<file path="config.mk">
export PLATFORM = sky130hd
export DESIGN_NAME = matvec_seq_ctrl_flat
export DESIGN_NICKNAME = d
export VERILOG_FILES = /design/src/rtl/matvec_seq_ctrl_if.sv /design/src/rtl/matvec_seq_ctrl.sv /design/src/flat_wrapper.sv
export SDC_FILE = /design/constraint.sdc
export NUM_CORES = 2
export LEC_CHECK = 0
export CORE_AREA = 2 2 419 421
export CTS_BUF_LIST = sky130_fd_sc_hd__clkbuf_4 sky130_fd_sc_hd__clkbuf_8
export DETAILED_ROUTE_END_ITERATION = 10
export DIE_AREA = 0 0 421 423
export DONT_BUFFER_PORTS = 1
export PLACE_DENSITY = 0.49
export REMOVE_ABC_BUFFERS = 1
export SLEW_MARGIN = 40
export SYNTH_ARGS = -nofsm -noshare
export SYNTH_HDL_FRONTEND = slang
export SYNTH_SLANG_ARGS = --single-unit
</file>
<file path="constraint.sdc">
create_clock -name clock -period 10.5 [get_ports clock]
set_input_delay 2.1 -clock clock [delete_from_list [all_inputs] [get_ports clock]]
set_output_delay 2.1 -clock clock [all_outputs]
set_load 0.1 [all_outputs]
</file>
<file path="src/rtl/matvec_seq_ctrl_if.sv">
// Element-memory read port and result stream port
// of the sequential matrix-vector engine.
interface matvec_seq_ctrl_if #(
  parameter int DATA_SIZE = 16,
  parameter int ROW_AW    = 6,
  parameter int COL_AW    = 6
);
  logic                     mem_req;
  logic [ROW_AW+COL_AW-1:0] mem_addr;
  logic                     mem_rvalid;
  logic [DATA_SIZE-1:0]     mem_rdata;
  logic                     res_valid;
  logic                     res_ready;
  logic [DATA_SIZE-1:0]     res_data;
  logic [ROW_AW-1:0]        res_row;

  modport master (
    output mem_req,
    output mem_addr,
    input  mem_rvalid,
    input  mem_rdata,
    output res_valid,
    output res_data,
    output res_row,
    input  res_ready
  );

  modport slave (
    input  mem_req,
    input  mem_addr,
    output mem_rvalid,
    output mem_rdata,
    input  res_valid,
    input  res_data,
    input  res_row,
    output res_ready
  );
endinterface

</file>
<file path="src/rtl/matvec_seq_ctrl.sv">
// Single-lane sequencer for B*A in Q0.DATA_SIZE:
// one MAC per accepted element, one saturated result per row.
module matvec_seq_ctrl #(
  parameter int DATA_SIZE   = 16,
  parameter int COLUMN_SIZE = 64,
  parameter int ROW_SIZE    = 64,
  parameter int COL_AW      = 6,
  parameter int ROW_AW      = 6
) (
  input  logic                             clock,
  input  logic                             reset,
  input  logic                             start,
  input  logic                             clear,
  input  logic [DATA_SIZE*COLUMN_SIZE-1:0] vecA,
  matvec_seq_ctrl_if.master                bus,
  output logic                             busy,
  output logic                             done
);

  localparam int ACC_SIZE = DATA_SIZE + DATA_SIZE/2 + 1;
  localparam logic [COL_AW-1:0] COL_LAST = COL_AW'(COLUMN_SIZE-1);
  localparam logic [ROW_AW-1:0] ROW_LAST = ROW_AW'(ROW_SIZE-1);

  typedef enum logic [1:0] {
    S_IDLE,
    S_FETCH,
    S_OUT,
    S_DONE
  } state_e;

  typedef logic [COLUMN_SIZE-1:0][DATA_SIZE-1:0] vec_t;

  state_e              state_q, state_d;
  logic [ROW_AW-1:0]   row_q, row_d;
  logic [COL_AW-1:0]   col_q, col_d;
  logic [ACC_SIZE-1:0] acc_q, acc_d;
  vec_t                vec_q, vec_d;

  logic [2*DATA_SIZE-1:0] prod;
  logic [DATA_SIZE-1:0]   sat;

  always_ff @(posedge clock or negedge reset) begin
    if (!reset) begin
      state_q <= S_IDLE;
      row_q   <= '0;
      col_q   <= '0;
      acc_q   <= '0;
      vec_q   <= '0;
    end else begin
      state_q <= state_d;
      row_q   <= row_d;
      col_q   <= col_d;
      acc_q   <= acc_d;
      vec_q   <= vec_d;
    end
  end

  // Upper half of the Q0 product is the truncated term
  assign prod = vec_q[col_q] * bus.mem_rdata;

  always_comb begin
    state_d = state_q;
    row_d   = row_q;
    col_d   = col_q;
    acc_d   = acc_q;
    vec_d   = vec_q;
    unique case (state_q)
      S_IDLE: begin
        if (start) begin
          vec_d   = vec_t'(vecA);
          row_d   = '0;
          col_d   = '0;
          acc_d   = '0;
          state_d = S_FETCH;
        end
      end
      S_FETCH: begin
        if (bus.mem_rvalid) begin
          acc_d = acc_q + ACC_SIZE'(prod >> DATA_SIZE);
          if (col_q == COL_LAST)
            state_d = S_OUT;
          else
            col_d = col_q + 1'b1;
        end
      end
      S_OUT: begin
        if (bus.res_ready) begin
          if (row_q == ROW_LAST) begin
            state_d = S_DONE;
          end else begin
            row_d   = row_q + 1'b1;
            col_d   = '0;
            acc_d   = '0;
            state_d = S_FETCH;
          end
        end
      end
      S_DONE: state_d = S_IDLE;
      default: state_d = S_IDLE;
    endcase
    if (clear)
      state_d = S_IDLE;
  end

  assign sat = (|acc_q[ACC_SIZE-1:DATA_SIZE]) ?
               '1 : acc_q[DATA_SIZE-1:0];

  assign bus.mem_req   = (state_q == S_FETCH);
  assign bus.mem_addr  = {row_q, col_q};
  assign bus.res_valid = (state_q == S_OUT);
  assign bus.res_data  = bus.res_valid ? sat : '0;
  assign bus.res_row   = bus.res_valid ? row_q : '0;
  assign busy          = (state_q != S_IDLE);
  assign done          = (state_q == S_DONE);

endmodule

</file>
<file path="src/flat_wrapper.sv">
// flat-port wrapper written by rule: the top's interface ports become plain ports
module matvec_seq_ctrl_flat 
#(
  parameter int DATA_SIZE   = 16,
  parameter int COLUMN_SIZE = 64,
  parameter int ROW_SIZE    = 64,
  parameter int COL_AW      = 6,
  parameter int ROW_AW      = 6
)
  (clock, reset, start, clear, vecA, busy, done, bus_mem_req, bus_mem_addr, bus_mem_rvalid, bus_mem_rdata, bus_res_valid, bus_res_data, bus_res_row, bus_res_ready);
  matvec_seq_ctrl_if #(.DATA_SIZE(DATA_SIZE), .ROW_AW(ROW_AW), .COL_AW(COL_AW)) bus_i ();
  input  logic clock;
  input  logic reset;
  input  logic start;
  input  logic clear;
  input  logic [DATA_SIZE*COLUMN_SIZE-1:0] vecA;
  output logic busy;
  output logic done;
  output wire logic [$bits(bus_i.mem_req)-1:0] bus_mem_req;
  output wire logic [$bits(bus_i.mem_addr)-1:0] bus_mem_addr;
  input wire logic [$bits(bus_i.mem_rvalid)-1:0] bus_mem_rvalid;
  input wire logic [$bits(bus_i.mem_rdata)-1:0] bus_mem_rdata;
  output wire logic [$bits(bus_i.res_valid)-1:0] bus_res_valid;
  output wire logic [$bits(bus_i.res_data)-1:0] bus_res_data;
  output wire logic [$bits(bus_i.res_row)-1:0] bus_res_row;
  input wire logic [$bits(bus_i.res_ready)-1:0] bus_res_ready;
  assign bus_mem_req = bus_i.mem_req;
  assign bus_mem_addr = bus_i.mem_addr;
  assign bus_i.mem_rvalid = bus_mem_rvalid;
  assign bus_i.mem_rdata = bus_mem_rdata;
  assign bus_res_valid = bus_i.res_valid;
  assign bus_res_data = bus_i.res_data;
  assign bus_res_row = bus_i.res_row;
  assign bus_i.res_ready = bus_res_ready;
  matvec_seq_ctrl #(.DATA_SIZE(DATA_SIZE), .COLUMN_SIZE(COLUMN_SIZE), .ROW_SIZE(ROW_SIZE), .COL_AW(COL_AW), .ROW_AW(ROW_AW)) u_core (.clock(clock), .reset(reset), .start(start), .clear(clear), .vecA(vecA), .bus(bus_i), .busy(busy), .done(done));
endmodule
</file>
==> results.json <==
{
  "placed_area_um2": 59730,
  "yosysSeqAreaShare_pct": 47.07,
  "stdcell_area_um2": 64620,
  "num_vias": 33170,
  "cts_max_path_bufs": 3,
  "synth_top_area_share_pct": 47.07,
  "critical_path_required_ns": 11.24,
  "timing.hold.ws_ns": 0.4962,
  "tritoncts.num_buffers": 194,
  "wire_length_of_the_first_global_routing_pass_um": 257100,
  "netlist.top_cell.by_area": "sky130_fd_sc_hd__dfrtp_1",
  "placed_cells_incl_taps": 6012,
  "die_x_um": 421,
  "final.period_utilization_pct": 95.51,
  "route.met3.wl_um": 9842,
  "drv.max_cap_violation_count": 0,
  "cellPowerDensity_nw_per_um2": 367.0,
  "routed_wl_um": 176800,
  "top_metal_used": "met5",
  "layout_commonest_cell": "sky130_fd_sc_hd__dfrtp_1",
  "synth_enable_flop_cells": 0,
  "routed_via_density": 5.145,
  "avgRoutedWirePerCell_um": 27.43,
  "h_tree_lvls": 4,
  "placement.io_buffers": 0,
  "worst_path_max_delay_cell": "sky130_fd_sc_hd__mux4_2",
  "yosys_warn_count": 0,
  "wl_met2_um": 94310,
  "vdd_drop_max_uv": 694.3,
  "die_footprint_um2": 178100,
  "syn_area_per_cell_um2": 14.80,
  "period_needed_ns": 10.03,
  "cp-end-kind": "flop",
  "achievable-frequency_mhz": 99.71,
  "yosys-top-cells-area": "sky130_fd_sc_hd__dfrtp_1 47%, sky130_fd_sc_hd__mux2_2 20%, sky130_fd_sc_hd__mux4_2 12%",
  "iter_0_drt_violations": 1877,
  "power_mw": 23.71,
  "core-area_um2": 173200,
  "tritoncts": "yes",
  "top_level_ports": 1084,
  "setup.worst_path.start_class": "flop",
  "dieHeight_um": 423,
  "first_pass_iters": 5,
  "drt.antenna.violating_nets": 0,
  "worstMarginPinSlew_ns": 0.9024,
  "grt_overflow_total": 0,
  "clk_pin_slew_ns": 0.07,
  "clk_latency_ns": 0.94,
  "run_status": "completed",
  "global_route.usage.total_pct": 19.66,
  "ys_seq_elements": 1063,
  "finalNonFillerCells": 6446,
  "final-hold-violation-count": 0,
  "area_delta_synth_final_pct": 14.35,
  "most_repeated_library_cell_on_the_critical_path": "sky130_fd_sc_hd__fa_1",
  "most-common-layout-cells": "1054 x sky130_fd_sc_hd__dfrtp_1, 1026 x sky130_fd_sc_hd__mux2_2, 307 x sky130_fd_sc_hd__mux4_2",
  "final_nets": 5273,
  "timing.clock.skew_ns": 0.06625,
  "synth.cell_area_um2": 56510,
  "total_of_hold_buffers_inserted_after_clock_tree_synthesis": 0,
  "synthCells": 3819,
  "classification_of_the_worst_slack_hold_path": "flop to flop",
  "worst_path_largest_cell_delay_ns": 0.64,
  "met1_length_um": 67930,
  "initial_utilization_pct": 32.62,
  "dpl_wire_length_um": 133700,
  "synth_async_sr_flop_share_pct": 100.0,
  "antenna_found_initial": 145,
  "first_global_vias": 35670,
  "commonest_register_cell_after_synthesis": "sky130_fd_sc_hd__dfrtp_1",
  "post_route_cells_drive_above_1_share_pct": 46.03,
  "ctsRootBufferMaster": "sky130_fd_sc_hd__clkbuf_8",
  "slew_headroom_pct": 39.84,
  "finalWeightedCongestion": 0.8345,
  "cp.arrival_ns": 10.77,
  "grt_start_max_net_pins": 162,
  "yosysUniqueCellTypes": 60,
  "final_max_slew_viol_count": 0,
  "setup.worst_path.class": "flop to flop",
  "crit_fanout": 13,
  "p_leak_nw": 26.71,
  "timing.final.setup_violations": 0,
  "rows": 153,
  "clkSinkCount": 1063,
  "drc": 0
}
## state kept, by name (all words and copies together) (netlist names)
signal and count:
u_core.acc_q 25, u_core.col_q 6, u_core.state_q 2, u_core.vec_q 1024
u_core.row_q 6
## cell type report
class,count,area (µm²)
fillers,16550,108600
clock inverters,44,479.2
repair buffers,132,1837
multi-input cells,2276,27920
clock buffers,307,3794
well taps,2325,2909
flip-flops and latches,1063,26620
inverters,245,924.6
diodes,54,135.1
## repair_timing
item	CTS	global route
pin swaps	1	2
gates cloned	0	4
setup endpoints to repair	6	13
resized for setup	0	25
setup buffers	7	17
## power breakdown
part | switching [mW] | internal, mW
clock | 1.86 | 2.45
sequential | 0.383 | 4.76
combinational | 7.63 | 6.62
total | 9.88 | 13.8
## Yosys cell counts, types with 18 or more instances
cell type and instances:
sky130_fd_sc_hd__and2_1 131, sky130_fd_sc_hd__buf_6 23, sky130_fd_sc_hd__inv_1 244, sky130_fd_sc_hd__clkbuf_1 147
sky130_fd_sc_hd__nand2_1 158, sky130_fd_sc_hd__a21o_1 18, sky130_fd_sc_hd__buf_2 50, sky130_fd_sc_hd__mux4_2 307
sky130_fd_sc_hd__a21oi_1 33, sky130_fd_sc_hd__dfrtp_1 1063, sky130_fd_sc_hd__mux2i_1 19, sky130_fd_sc_hd__fa_1 194
sky130_fd_sc_hd__o21ai_0 23, sky130_fd_sc_hd__ha_1 121, sky130_fd_sc_hd__nor2_1 36, sky130_fd_sc_hd__xnor2_1 26
sky130_fd_sc_hd__nand3_1 23, sky130_fd_sc_hd__mux2_2 1026
## kinds of logic after synthesis
family	count (synthesis)	share of synthesized area, %
fa+ha+maj	315	9.552
flops	1063	47.07
xor+xnor	40	0.6200
mux	1366	33.63
buf+inv	480	3.724
simple gates	406	3.587
compound gates	149	1.813
## worst paths after layout
path,start,endpoint,slack (ns),depth (start not counted)
worst max-delay path,u_core.col_q[0],u_core.acc_q[19],0.47,38
worst min-delay path,u_core.vec_q[576],u_core.vec_q[576],0.50,1
worst max register to register,u_core.col_q[0],u_core.acc_q[19],0.47,38
worst min register to register,u_core.vec_q[576],u_core.vec_q[576],0.50,1
max in group asynchronous,reset,u_core.vec_q[656],6.90,6
min in group asynchronous,reset,u_core.vec_q[780],0.87,0
## metal layers
metal  track usage (%)  up-vias
li1                  -    14000
met1             22.80    17780
met2             35.13      949
met3             5.424      366
met4             5.899       72
met5                 0        -
## critical path: cells and delay by family (launching register included)
kind | cells | cell delay, ns
AO/OA/AOI/OAI | 10 | 2.00
XOR/XNOR | 2 | 0.29
adder cells (fa/ha/maj) | 8 | 3.56
buffers and inverters | 9 | 1.11
flip-flops | 1 | 0.47
multiplexers | 3 | 1.68
AND/OR/NAND/NOR | 6 | 0.70
## metrics by stage
stage,TNS (ns),util [%],setup WS (ns)
CTS,0,36.99,0.01114
global placement,0,34.28,0.04918
global route,-0.05307,37.27,-0.03785
floorplan,-,-,-38.23
detailed placement,0,34.48,0.03182
finish,0,37.30,0.4714
Power figures use the tool's default switching activity.
